<file path="config.mk">
export PLATFORM = sky130hd
export DESIGN_NAME = visited_arbiter
export DESIGN_NICKNAME = d
export VERILOG_FILES = /design/src/rtl/bfs_pkg.sv /design/src/rtl/visited_bitmap_ram.sv /design/src/rtl/visited_arbiter.sv
export SDC_FILE = /design/constraint.sdc
export NUM_CORES = 1
export LEC_CHECK = 0
export BUFFER_PORTS_ARGS = -buffer_cell sky130_fd_sc_hd__buf_2
export CAP_MARGIN = 0
export CORE_ASPECT_RATIO = 0.75
export CORE_UTILIZATION = 50
export DETAILED_ROUTE_END_ITERATION = 7
export PLACE_DENSITY = 0.72
export REMOVE_ABC_BUFFERS = 1
export SETUP_SLACK_MARGIN = 0.3
export SLEW_MARGIN = 5
export SYNTH_ARGS = -nofsm -noshare
export SYNTH_HDL_FRONTEND = slang
export SYNTH_SLANG_ARGS = --single-unit
</file>
<file path="constraint.sdc">
create_clock -name clk_in -period 20.3 [get_ports clk_in]
set_input_delay 3.045 -clock clk_in [delete_from_list [all_inputs] [get_ports clk_in]]
set_output_delay 3.045 -clock clk_in [all_outputs]
set_load 0.01 [all_outputs]
</file>
<file path="src/rtl/bfs_pkg.sv">
// Shared types and constants for the BFS visited-bitmap arbiter and its RAM.
package bfs_pkg;

  typedef enum logic [0:0] {
    CLEAR = 1'b0,
    RUN   = 1'b1
  } state_e;

  localparam int unsigned RamLatency = 2;

  // Requester-id width; at least one bit so a tag register always exists.
  function automatic int unsigned id_width(input int unsigned n);
    return (n > 1) ? $clog2(n) : 1;
  endfunction

endpackage

</file>
<file path="src/rtl/visited_bitmap_ram.sv">
// Single-port 1-bit read-first bitmap with a registered output (2-cycle read latency).
module visited_bitmap_ram #(
  parameter int unsigned ADDR_BITS = 10
) (
  input  logic                 clk,
  input  logic [ADDR_BITS-1:0] addr,
  input  logic                 we,
  input  logic                 wdata,
  output logic                 rdata
);

  localparam int unsigned Depth = 1 << ADDR_BITS;

  logic mem [Depth];
  logic rd_q;
  logic out_q;

  // Read-first: rd_q captures the contents before this cycle's write lands.
  always_ff @(posedge clk) begin
    rd_q <= mem[addr];
    if (we) begin
      mem[addr] <= wdata;
    end
    out_q <= rd_q;
  end

  assign rdata = out_q;

endmodule

</file>
<file path="src/rtl/visited_arbiter.sv">
// Round-robin test-and-set arbiter in front of a shared visited bitmap, with clear sweep.
// Optional response statistics are enabled by defining VISITED_ARB_STATS_EN.
module visited_arbiter
  import bfs_pkg::*;
#(
  parameter int unsigned NUM_REQ   = 4,
  parameter int unsigned ADDR_BITS = 10
) (
  input  logic                           clk_in,
  input  logic                           rst_n_in,
  input  logic [NUM_REQ-1:0]             req_valid_in,
  input  logic [NUM_REQ*ADDR_BITS-1:0]   req_addr_in,
  output logic [NUM_REQ-1:0]             req_ready_out,
  output logic [NUM_REQ-1:0]             resp_valid_out,
  output logic                           resp_visited_out,
  input  logic                           clear_start_in,
  output logic                           busy_out,
  output logic                           clear_done_out
`ifdef VISITED_ARB_STATS_EN
  ,
  output logic [31:0]                    new_count_out,
  output logic [31:0]                    hit_count_out
`endif
);

  localparam int unsigned IdW = id_width(NUM_REQ);

  state_e               state_q, state_d;
  logic [ADDR_BITS-1:0] sweep_q, sweep_d;
  logic [IdW-1:0]       ptr_q, ptr_d;
  logic [NUM_REQ-1:0]   gnt;
  logic                 gnt_any;
  logic [IdW-1:0]       gnt_id;
  logic                 sweep_last;

  logic [RamLatency-1:0] vld_q;
  logic [IdW-1:0]        tag_q [RamLatency];

  logic [ADDR_BITS-1:0] ram_addr;
  logic                 ram_we;
  logic                 ram_wdata;
  logic                 ram_rdata;

  assign sweep_last = (sweep_q == {ADDR_BITS{1'b1}});

  // ---------------------------------------------------------------- FSM
  always_ff @(posedge clk_in or negedge rst_n_in) begin
    if (!rst_n_in) begin
      state_q <= CLEAR;
    end else begin
      state_q <= state_d;
    end
  end

  always_comb begin
    state_d = state_q;
    case (state_q)
      CLEAR:   if (sweep_last) state_d = RUN;
      RUN:     if (clear_start_in) state_d = CLEAR;
      default: state_d = CLEAR;
    endcase
  end

  always_comb begin
    busy_out       = (state_q == CLEAR);
    clear_done_out = (state_q == CLEAR) && sweep_last;
  end

  // Sweep address counts only in CLEAR, so it is already 0 whenever CLEAR is entered.
  always_comb begin
    sweep_d = (state_q == CLEAR) ? sweep_q + 1'b1 : '0;
  end

  always_ff @(posedge clk_in or negedge rst_n_in) begin
    if (!rst_n_in) begin
      sweep_q <= '0;
    end else begin
      sweep_q <= sweep_d;
    end
  end

  // ---------------------------------------------------------- arbiter
  always_comb begin
    logic [IdW-1:0] idx;
    gnt     = '0;
    gnt_any = 1'b0;
    gnt_id  = '0;
    idx     = '0;
    if (state_q == RUN) begin
      for (int unsigned k = 0; k < NUM_REQ; k++) begin
        idx = IdW'((32'(ptr_q) + k) % NUM_REQ);
        if (!gnt_any && req_valid_in[idx]) begin
          gnt_any = 1'b1;
          gnt_id  = idx;
        end
      end
    end
    if (gnt_any) begin
      gnt[gnt_id] = 1'b1;
    end
  end

  always_comb begin
    ptr_d = ptr_q;
    if (gnt_any) begin
      ptr_d = IdW'((32'(gnt_id) + 1) % NUM_REQ);
    end
  end

  always_ff @(posedge clk_in or negedge rst_n_in) begin
    if (!rst_n_in) begin
      ptr_q <= '0;
    end else begin
      ptr_q <= ptr_d;
    end
  end

  assign req_ready_out = gnt;

  // ------------------------------------------------------- RAM access
  always_comb begin
    if (state_q == CLEAR) begin
      ram_addr  = sweep_q;
      ram_we    = 1'b1;
      ram_wdata = 1'b0;
    end else begin
      ram_addr  = req_addr_in[gnt_id*ADDR_BITS +: ADDR_BITS];
      ram_we    = gnt_any;
      ram_wdata = 1'b1;
    end
  end

  visited_bitmap_ram #(
    .ADDR_BITS(ADDR_BITS)
  ) u_ram (
    .clk   (clk_in),
    .addr  (ram_addr),
    .we    (ram_we),
    .wdata (ram_wdata),
    .rdata (ram_rdata)
  );

  // Requester tag rides alongside the RAM latency.
  always_ff @(posedge clk_in or negedge rst_n_in) begin
    if (!rst_n_in) begin
      vld_q <= '0;
      for (int unsigned i = 0; i < RamLatency; i++) begin
        tag_q[i] <= '0;
      end
    end else begin
      vld_q[0] <= gnt_any;
      tag_q[0] <= gnt_id;
      for (int unsigned i = 1; i < RamLatency; i++) begin
        vld_q[i] <= vld_q[i-1];
        tag_q[i] <= tag_q[i-1];
      end
    end
  end

  always_comb begin
    resp_valid_out   = '0;
    resp_visited_out = 1'b0;
    if (vld_q[RamLatency-1]) begin
      resp_valid_out   = NUM_REQ'(1) << tag_q[RamLatency-1];
      resp_visited_out = ram_rdata;
    end
  end

`ifdef VISITED_ARB_STATS_EN
  // --------------------------------------------------------- statistics
  logic [31:0] new_q, hit_q;
  logic        clear_entry;

  assign clear_entry = (state_q == RUN) && (state_d == CLEAR);

  always_ff @(posedge clk_in or negedge rst_n_in) begin
    if (!rst_n_in) begin
      new_q <= '0;
      hit_q <= '0;
    end else if (clear_entry) begin
      new_q <= '0;
      hit_q <= '0;
    end else if (vld_q[RamLatency-1]) begin
      if (ram_rdata) begin
        if (hit_q != '1) hit_q <= hit_q + 32'd1;
      end else begin
        if (new_q != '1) new_q <= new_q + 32'd1;
      end
    end
  end

  assign new_count_out = new_q;
  assign hit_count_out = hit_q;
`endif

endmodule

</file>
### Word level (Yosys, flattened, before mapping)

Memory sizes are Yosys's and may differ from the RTL's. A register that Yosys moved wholly into a read port is not among the register bits.
Cells that the tools add are included.
W data, S select, Z words.

* register bits: 20
* RAM bits: 1024
* bits of input ports: 47
* memories: 1

Memory list
* u_ram.mem: words 1024, bits a word 1, read ports 1, clocked after Yosys merged registers in 1, write ports 1, RTL line visited_bitmap_ram.sv:14 `logic mem [Depth];`

* add/sub/neg operators: 5
* $mul: 1
* order comparisons: 6
* eq/ne operators: 1
* shifts and indexed selects: 2
* muxes and demuxes: 35
* bitwise operators: 1
* reductions and logical operators: 8

Operators by type and width (count)
* $shiftx A40 B7 Y10: 1
* $mux W1: 20
* $mux W10: 2
* $lt A2 B3 Y1 const B: 5
* $add A10 B1 Y10 const B: 1
* $eq A10 B10 Y1 const B: 1
* $mux W2: 5
* $bmux W1 S2: 4
* $mux W4: 2
* $logic_and A1 B1 Y1: 5
* $mul A2 B3 Y5 const B: 1
* $add A2 B1 Y2 const B: 2
* $add A2 B2 Y2 const B: 2
* $shl A1 B2 Y4 const A: 1
* $logic_not A1 Y1: 3
* $demux W1 S2: 1
* $ge A2 B1 Y1 const B: 1
* $pmux W1 S2: 1
* $not A1 Y1: 1

### Longest topological paths before layout

Gate-level depths: netlist of the first run.

* word-level depth: 21
* depth in mapped cells: 19

### By module

From an unflattened synthesis of the first run, not the netlist that was laid out.

* cell total of the unflattened synthesis: 3512
* area total of the unflattened synthesis: 45737.6 µm²

Modules (own cells, without submodules)
* visited_bitmap_ram: instances 1, cells each 3370, area an instance 44357.5 µm², sequential area each 30789.5 µm²
* visited_arbiter: instances 1, cells each 142, area an instance 1380.1 µm², sequential area each 475.5 µm²

### Worst setup path after synthesis of the first run

Ideal clock, no wire load.

* path kind: register to output
* from: reg state_q
* to: out req_ready_out[2]
* arrival time: 15.158 ns
* setup slack: 2.097 ns
* stages on the path, launching flop included: 8
* path buffers: 2
* path through: dfrtp_1 > inv_2 > nor4_4 > inv_2 > buf_2 > buf_2 > ha_1 > and2_1

* word-level cells in the longest chain between the ends: 6

Ends and longest elaborated chain
* start, declared: RTL line visited_arbiter.sv:28 `state_e state_q, state_d;`
* start signal, assigned: RTL line visited_arbiter.sv:51 `state_q <= state_d;`
* $mux W2 *: RTL line visited_arbiter.sv:89 `if (state_q == RUN) begin`
* named net gnt_id[0]: RTL line visited_arbiter.sv:33 `logic [IdW-1:0] gnt_id;`
* $lt A2 B3 Y1 (implied by the code) or $ge A2 B1 Y1 (tied branches): RTL line visited_arbiter.sv:99 `gnt[gnt_id] = 1'b1;`
* $logic_and A1 B1 Y1 (implied by the code): RTL line visited_arbiter.sv:99
* $mux W1 (implied by the code): RTL line visited_arbiter.sv:99
* $demux W1 S2 *: RTL line visited_arbiter.sv:99
* $mux W4 *: RTL line visited_arbiter.sv:98 `if (gnt_any) begin`
* end, declared: RTL line visited_arbiter.sv:13 `output logic [NUM_REQ-1:0] req_ready_out,`

Mark *: on every way through the listed nets, which the timed path passes. The rest lies on a longest branch.

### Worst setup path in the final report of the first run

* from: in req_valid_in[0]
* to: reg u_ram.rd_q (read register of u_ram.mem)

* word-level cells in the longest chain between the ends: 19

Ends and longest elaborated chain
* start, declared: RTL line visited_arbiter.sv:11 `input logic [NUM_REQ-1:0] req_valid_in,`
* $bmux W1 S2: RTL line visited_arbiter.sv:92 `if (!gnt_any && req_valid_in[idx]) begin`
* $mux W1 (implied by the code): RTL line visited_arbiter.sv:92
* $mux W1: RTL line visited_arbiter.sv:92
* $mux W1: RTL line visited_arbiter.sv:89
* $logic_not A1 Y1: RTL line visited_arbiter.sv:92
* $logic_and A1 B1 Y1: RTL line visited_arbiter.sv:92
* $mux W1: RTL line visited_arbiter.sv:92
* $mux W1: RTL line visited_arbiter.sv:89
* [... 4 more ...]
* $logic_not A1 Y1: RTL line visited_arbiter.sv:92
* $logic_and A1 B1 Y1: RTL line visited_arbiter.sv:92
* $mux W2 *: RTL line visited_arbiter.sv:92
* $mux W2 *: RTL line visited_arbiter.sv:89
* named net gnt_id[0]: RTL line visited_arbiter.sv:33
* $mul A2 B3 Y5 *: RTL line visited_arbiter.sv:127 `ram_addr = req_addr_in[gnt_id*ADDR_BITS +: ADDR_BITS];`
* $shiftx A40 B7 Y10 *: RTL line visited_arbiter.sv:127
* $mux W10 *: RTL line visited_arbiter.sv:122 `if (state_q == CLEAR) begin`
* end, declared: RTL line visited_bitmap_ram.sv:15 `logic rd_q;`

Mark *: on every way through the listed nets, which the timed path passes. The rest lies on a longest branch. The select of a mux whose other input is x is not followed.
A chain may end at the register's enable or synchronous reset.

==> results of run 1 <==
==> worst register-to-register path, stage by stage, from the launching register on <==
cell,delay [ns]
dfrtp_4,1.14
inv_2,0.33
nor4_4,0.59
inv_2,0.36
a21o_1,0.30
nand3_4,0.59
buf_4,0.78
buf_4,0.82
mux4_2,0.50
a221oi_1,0.31
a31oi_1,0.13
nor4_1,0.49
nand4_1,0.31
or4_1,0.62
==> final cells by class <==
class,instances,area (µm²)
Tap cell,1212,1516
Fill cell,7385,40290
Clock buffer,128,2554
Inverter,5,18.77
Sequential cell,1045,31270
Clock inverter,38,172.7
Timing Repair Buffer,147,998.5
Multi-Input combinational cell,2235,13160
==> power breakdown <==
| group | internal (mW) | switching, mW | leakage (nW) |
|---|---|---|---|
| clock | 0.877 | 0.778 | 1.34 |
| combinational | 0.459 | 1.07 | 4.91 |
| sequential | 2.35 | 0.0127 | 9.75 |
==> synth_stat cells (40+ instances only) <==
master | count | area (µm²)
nand2_1 | 303 | 1137
buf_2 | 68 | 340.3
a21oi_1 | 84 | 420.4
nand3_1 | 45 | 225.2
nor4_1 | 40 | 250.2
buf_1 | 55 | 206.5
nor2_1 | 1071 | 4020
mux4_2 | 80 | 1802
o22ai_1 | 124 | 775.7
edfxtp_1 | 1024 | 30750
clkbuf_1 | 176 | 660.6
mux2i_1 | 272 | 2723
==> metrics by stage <==
| stage | setup WS (ns) | setup TNS, ns | area (µm²) | hold WS [ns] |
|---|---|---|---|---|
| CTS | 11.69 | 0 | 49690 | 0.3535 |
| detailed placement | 11.03 | 0 | 46960 | 0.3387 |
| floorplan | -11.42 | -5702.42 | 44320 | 0.3096 |
| global placement | 11.06 | 0 | 46960 | 0.3350 |
| finish | 11.61 | 0 | 49690 | 0.3526 |
| global route | 11.47 | 0 | 49690 | 0.3823 |
==> cell families (layout without fill, tap and decap cells) <==
group | after synthesis | after routing | share of synthesized area
adder cells (fa/ha/maj) | 5 | 5 | 0.001371
AND/OR/NAND/NOR | 1536 | 1536 | 0.1348
flip-flops | 1045 | 1045 | 0.6851
multiplexers | 357 | 357 | 0.1005
buffers and inverters | 317 | 318 | 0.02934
XOR/XNOR | 4 | 4 | 0.0007678
AO/OA/AOI/OAI | 333 | 333 | 0.04812
==> flip-flops by register name, indices dropped and copies added (netlist names) <==
| signal | flops |
|---|---|
| u_ram.mem | 1024 |
| sweep_q | 10 |
| tag_q | 4 |
| ptr_q | 2 |
| vld_q | 2 |
| state_q | 1 |
| u_ram.rd_q | 1 |
| u_ram.rdata | 1 |
==> metal layers <==
metal / vias up / part of all wire / global-route usage
li1: 12810 / - / -
met1: 15170 / 0.39 / 0.4006
met2: 2086 / 0.44 / 0.4096
met3: 343 / 0.14 / 0.07808
met4: 6 / 0.037 / 0.09383
met5: - / 0.00056 / 0.003663
==> worst max path at each step <==
stage / from / end / slack (ns) / cells past startpoint
after global placement: req_valid_in[0] / u_ram.rd_q$_DFF_P_ / 11.06 / 15
after CTS: req_valid_in[0] / u_ram.rd_q$_DFF_P_ / 11.69 / 15
after detailed placement: req_valid_in[0] / u_ram.rd_q$_DFF_P_ / 11.03 / 15
final: req_valid_in[0] / u_ram.rd_q$_DFF_P_ / 11.61 / 15
after floorplan: state_q$_DFF_PN0_ / u_ram.mem[166]$_DFFE_PP_ / -11.42 / 9
after global routing: req_valid_in[0] / u_ram.rd_q$_DFF_P_ / 11.47 / 15
==> flow_metrics.env, run 1 <==
export IMPL_status="finished clean"
export IMPL_grt_total_usage=0.2793
export IMPL_syn_area_per_cell_um2=12.69
export IMPL_netlist_instances=3597
export IMPL_crit_type="in2reg"
export IMPL_fin_skew_ns=0.02282
export IMPL_drtIter0Drc=4857
export IMPL_final_antenna_net_count=0
export IMPL_hold_end="tag_q[1]$_DFF_PN0_"
export IMPL_ir_worst_vdd_v=0.00008698
export IMPL_rsz0062_at_grt="false"
export IMPL_ys_dominant_reg_cell="edfxtp_1"
export IMPL_nNetsFinal=3579
export IMPL_crit_fanout=56
export IMPL_p_total_mw=5.547
export IMPL_mostFrequentLayoutCells="nor2_1, edfxtp_1, mux2i_1, nand2_1, o22ai_1"
export IMPL_path_buf_inv=4
export IMPL_post_cts_buffers=0
export IMPL_synth_seq_cells=1045
export IMPL_antenna_cells=0
export IMPL_grt_pass1_wl_um=187900
export IMPL_hold_class="reg2reg"
export IMPL_h_tree_depth=3
export IMPL_cts_resized=0
export IMPL_wirelength_um=130400
export IMPL_fp_dieW_um=350.9
export IMPL_period_minus_slack_ns=8.693
export IMPL_syn2layout_area_growth_pct=8.872
export IMPL_fmax_mhz=115.0
export IMPL_drt_pass1_iter_count=6
export IMPL_io_pins=58
export IMPL_cts_hold_buf=0
export IMPL_layout_drive_gt1_share=0.1142
export IMPL_slew_headroom=0.1394
export IMPL_whs_path_depth=0
export IMPL_cts_tree="yes"
export IMPL_clock_sinks=1045
export IMPL_setup_viol=0
export IMPL_rr_worst_depth=13
export IMPL_rrSetupSlack_ns=12.90
export IMPL_synth_warnings=0
export IMPL_die_area_mm2=0.09250
export IMPL_tightest_slew_ns=1.289
export IMPL_rr_endpoint="u_ram.rd_q$_DFF_P_"
export IMPL_start_util=0.5072
export IMPL_grt_max_degree=126
export IMPL_ys_types=68
export IMPL_cp_top_family="simple AND/OR/NAND/NOR gates"
export IMPL_cts_path_max_buffers=3
export IMPL_die_y_um=263.6
export IMPL_final_common_cell="nor2_1"
export IMPL_core_rowCount=95
export IMPL_grt_overflow=0
export IMPL_maxSlewViolCount=0
export IMPL_cp_data_required_time_ns=20.83
export IMPL_crit_chain="buf_2, nor2b_1, o21ba_2, nor4_4, inv_2, a21o_1, nand3_4, buf_4, buf_4, mux4_2, a221oi_1, a31oi_1, nor4_1, nand4_1, or4_1"
export IMPL_synthArstFlopShare=0.01818
export IMPL_r2r_start="state_q$_DFF_PN0_"
export IMPL_synth_edf_count=1024
export IMPL_worstSetupEndpointType="register"
export IMPL_dp_cells=4644
export IMPL_routedWlPerCell_um=27.12
export IMPL_min_from="tag_q[3]$_DFF_PN0_"
export IMPL_cp_slowest_cell="buf_4"
export IMPL_antenna_found_initial=2
export IMPL_cp_start_kind="input pin"
export IMPL_grt_pass1_vias=28600
export IMPL_critical_path_arrival_ns=9.22
export IMPL_cts_inserted_buffers=93
export IMPL_slowest_delay_ns=0.80
export IMPL_num_vias=30420
export IMPL_path_clk_slew_ns=0.07
export IMPL_leakagePower_nw=16.00
export IMPL_hold_viol_final=0
export IMPL_cp_common_cell="buf_4"
export IMPL_syn_area_mm2=0.04564
export IMPL_core_mm2=0.08998
export IMPL_fin_crit_sh=0.4282
export IMPL_drcViolationCount=0
export IMPL_stdcell_count=4810
export IMPL_cts_root_buf="clkbuf_16"
export IMPL_dp_hpwl_um=67860
export IMPL_cap_violations=0
export IMPL_gp_congestion=0.8576
export IMPL_port_buffers=57
export IMPL_fin_util=0.5522
export IMPL_clock_latency_ns=0.67
export IMPL_viasPerCell=6.323
export IMPL_ys_seq_area_frac=0.6851
export IMPL_power_density_mw_per_mm2=111.6
Power figures use the tool's default switching activity.
==> inputs of run 2 (changes only) <==
Settings changed: PLACE_DENSITY 0.72 to 0.74.
Clock period 20.3 ns to 7.1 ns, I/O delays scaled along.
==> run 2 against run 1 <==
Global-route usage up 0.59 points. Combinational power rose to 3.0 times the previous value. Core utilization is 0.86 points higher. Largest power group unchanged. Sequential share of layout area fell by 0.97 points. Clock power rose to 3.1 times the previous value. Critical path type unchanged.
==> flow_metrics.env, run 2 (synthesis results as in run 1) <==
export IMPL_cts_root_buf="clkbuf_16"
export IMPL_dp_cells=4680
export IMPL_cts_hold_buf=0
export IMPL_top_regs="u_ram.mem (1024), sweep_q (10), tag_q (4)"
export IMPL_largest_reg_flops=1024
export IMPL_stdcell_count=4853
export IMPL_critPathLaunch="req_valid_in[0]"
export IMPL_power_density_mw_per_mm2=326.5
export IMPL_cp_data_required_time_ns=7.64
export IMPL_rsz0062_at_grt="false"
export IMPL_drtIter0Drc=5657
export IMPL_routedWlPerCell_um=27.33
export IMPL_grt_total_usage=0.2852
export IMPL_gp_congestion=0.9382
export IMPL_tns_ns=0
export IMPL_mostFrequentLayoutCells="nor2_1, edfxtp_1, mux2i_1, nand2_1, o22ai_1"
export IMPL_ir_worst_vdd_v=0.0002228
export IMPL_antenna_found_initial=3
export IMPL_rrSetupSlack_ns=1.22
export IMPL_final_common_cell="nor2_1"
export IMPL_cts_tree="yes"
export IMPL_crit_type="in2reg"
export IMPL_start_util=0.5072
export IMPL_setup_viol=0
export IMPL_port_buffers=57
export IMPL_period_minus_slack_ns=6.091
export IMPL_drcViolationCount=0
export IMPL_rr_worst_depth=15
export IMPL_layout_setup_ws_ns=1.009
export IMPL_num_vias=31070
export IMPL_critPathCapture="u_ram.rd_q$_DFF_P_"
export IMPL_p_total_mw=16.48
export IMPL_worstSetupEndpointType="register"
export IMPL_hold_viol_final=0
export IMPL_viasPerCell=6.402
export IMPL_regMostFlops="u_ram.mem"
export IMPL_nNetsFinal=3615
export IMPL_core_rowCount=95
export IMPL_syn2layout_area_growth_pct=10.57
export IMPL_slew_headroom=0.06259
export IMPL_cts_path_max_buffers=3
export IMPL_hold_class="reg2reg"
export IMPL_leakagePower_nw=16.37
export IMPL_die_y_um=263.6
export IMPL_r2r_start="ptr_q[0]$_DFFE_PN0P_"
export IMPL_wirelength_um=132600
export IMPL_layout_drive_gt1_share=0.1264
export IMPL_post_cts_buffers=0
export IMPL_grt_max_degree=283
export IMPL_crit_fanout=23
export IMPL_die_area_mm2=0.09250
export IMPL_fmax_mhz=164.2
export IMPL_n_fill_cell=7235
export IMPL_rr_endpoint="u_ram.rd_q$_DFF_P_"
export IMPL_drt_pass1_iter_count=6
export IMPL_clock_sinks=1045
export IMPL_place_worst_setup_slack_ns=0.6327
export IMPL_grt_pass1_wl_um=193100
export IMPL_grt_overflow=0
export IMPL_core_mm2=0.08998
export IMPL_grt_pass1_vias=29360
export IMPL_cap_violations=0
export IMPL_cts_resized=0
export IMPL_cts_inserted_buffers=93
export IMPL_status="finished clean"
export IMPL_dp_hpwl_um=74390
export IMPL_h_tree_depth=3
export IMPL_fp_dieW_um=350.9
export IMPL_holdWs_ns=0.3486
export IMPL_io_pins=58
export IMPL_final_antenna_net_count=0
export IMPL_path_clk_slew_ns=0.06
export IMPL_clock_latency_ns=0.69
export IMPL_fin_skew_ns=0.03524
export IMPL_cp_start_kind="input pin"
export IMPL_maxSlewViolCount=0
export IMPL_fin_crit_sh=0.8579
export IMPL_tightest_slew_ns=1.401
export IMPL_critical_path_arrival_ns=6.64
## run 2: worst min-delay path by stage
stage	end	depth (start not counted)	slack, ns	from
3_5_place_dp	tag_q[1]$_DFF_PN0_	0	0.34	tag_q[3]$_DFF_PN0_
5_1_grt	vld_q[1]$_DFF_PN0_	0	0.36	vld_q[0]$_DFF_PN0_
3_3_place_gp	vld_q[1]$_DFF_PN0_	0	0.33	vld_q[0]$_DFF_PN0_
2_1_floorplan	u_ram.rdata$_DFF_P_	0	0.31	u_ram.rd_q$_DFF_P_
6_report	tag_q[1]$_DFF_PN0_	0	0.35	tag_q[3]$_DFF_PN0_
4_1_cts	sweep_q[0]$_DFF_PN0_	1	0.35	rst_n_in
## run 2: per-layer routing
metal | wire length [µm] | global-route usage
met3 | 19110 | 0.07730
met2 | 59140 | 0.4257
met5 | 11 | 0
met4 | 4912 | 0.09949
met1 | 49460 | 0.4027
## run 2: through the flow
stage          utilization  area [µm²]
2_1_floorplan            -       44320
3_3_place_gp        0.5266       47390
3_5_place_dp        0.5266       47390
4_1_cts             0.5607       50460
5_1_grt             0.5608       50460
6_report            0.5608       50460
## run 2: cell type report
cell class	instances	area, µm²	area share
flip-flops and latches	1045	31270	0.6197
multi-input cells	2235	13150	0.2606
inverters	5	18.77	0.0003719
well taps	1212	1516	0.03005
clock buffers	120	2544	0.05041
diodes	1	2.502	0.00004959
repair buffers	183	1431	0.02837
clock inverters	52	526.8	0.01044
## run 2: critical path: stages
cell and delay, ns:
buf_2 0.12, nor2b_1 0.15, o21ba_2 0.24, nor4_4 0.48, inv_2 0.36, a21oi_1 0.41
a311o_1 0.77, buf_4 0.33, nor3_2 0.06, buf_4 0.28, a22o_1 0.25, a221oi_1 0.27
a31oi_1 0.16, nor4_1 0.70, nand4_1 0.37, or4_1 0.58
## run 2: report_power, final
part | internal [mW] | leakage [nW] | switching (mW) | total (mW)
registers | 6.72 | 9.75 | 0.0403 | 6.76
logic | 1.42 | 5.14 | 3.12 | 4.54
clock network | 2.90 | 1.49 | 2.28 | 5.18
total | 11.0 | 16.4 | 5.44 | 16.5
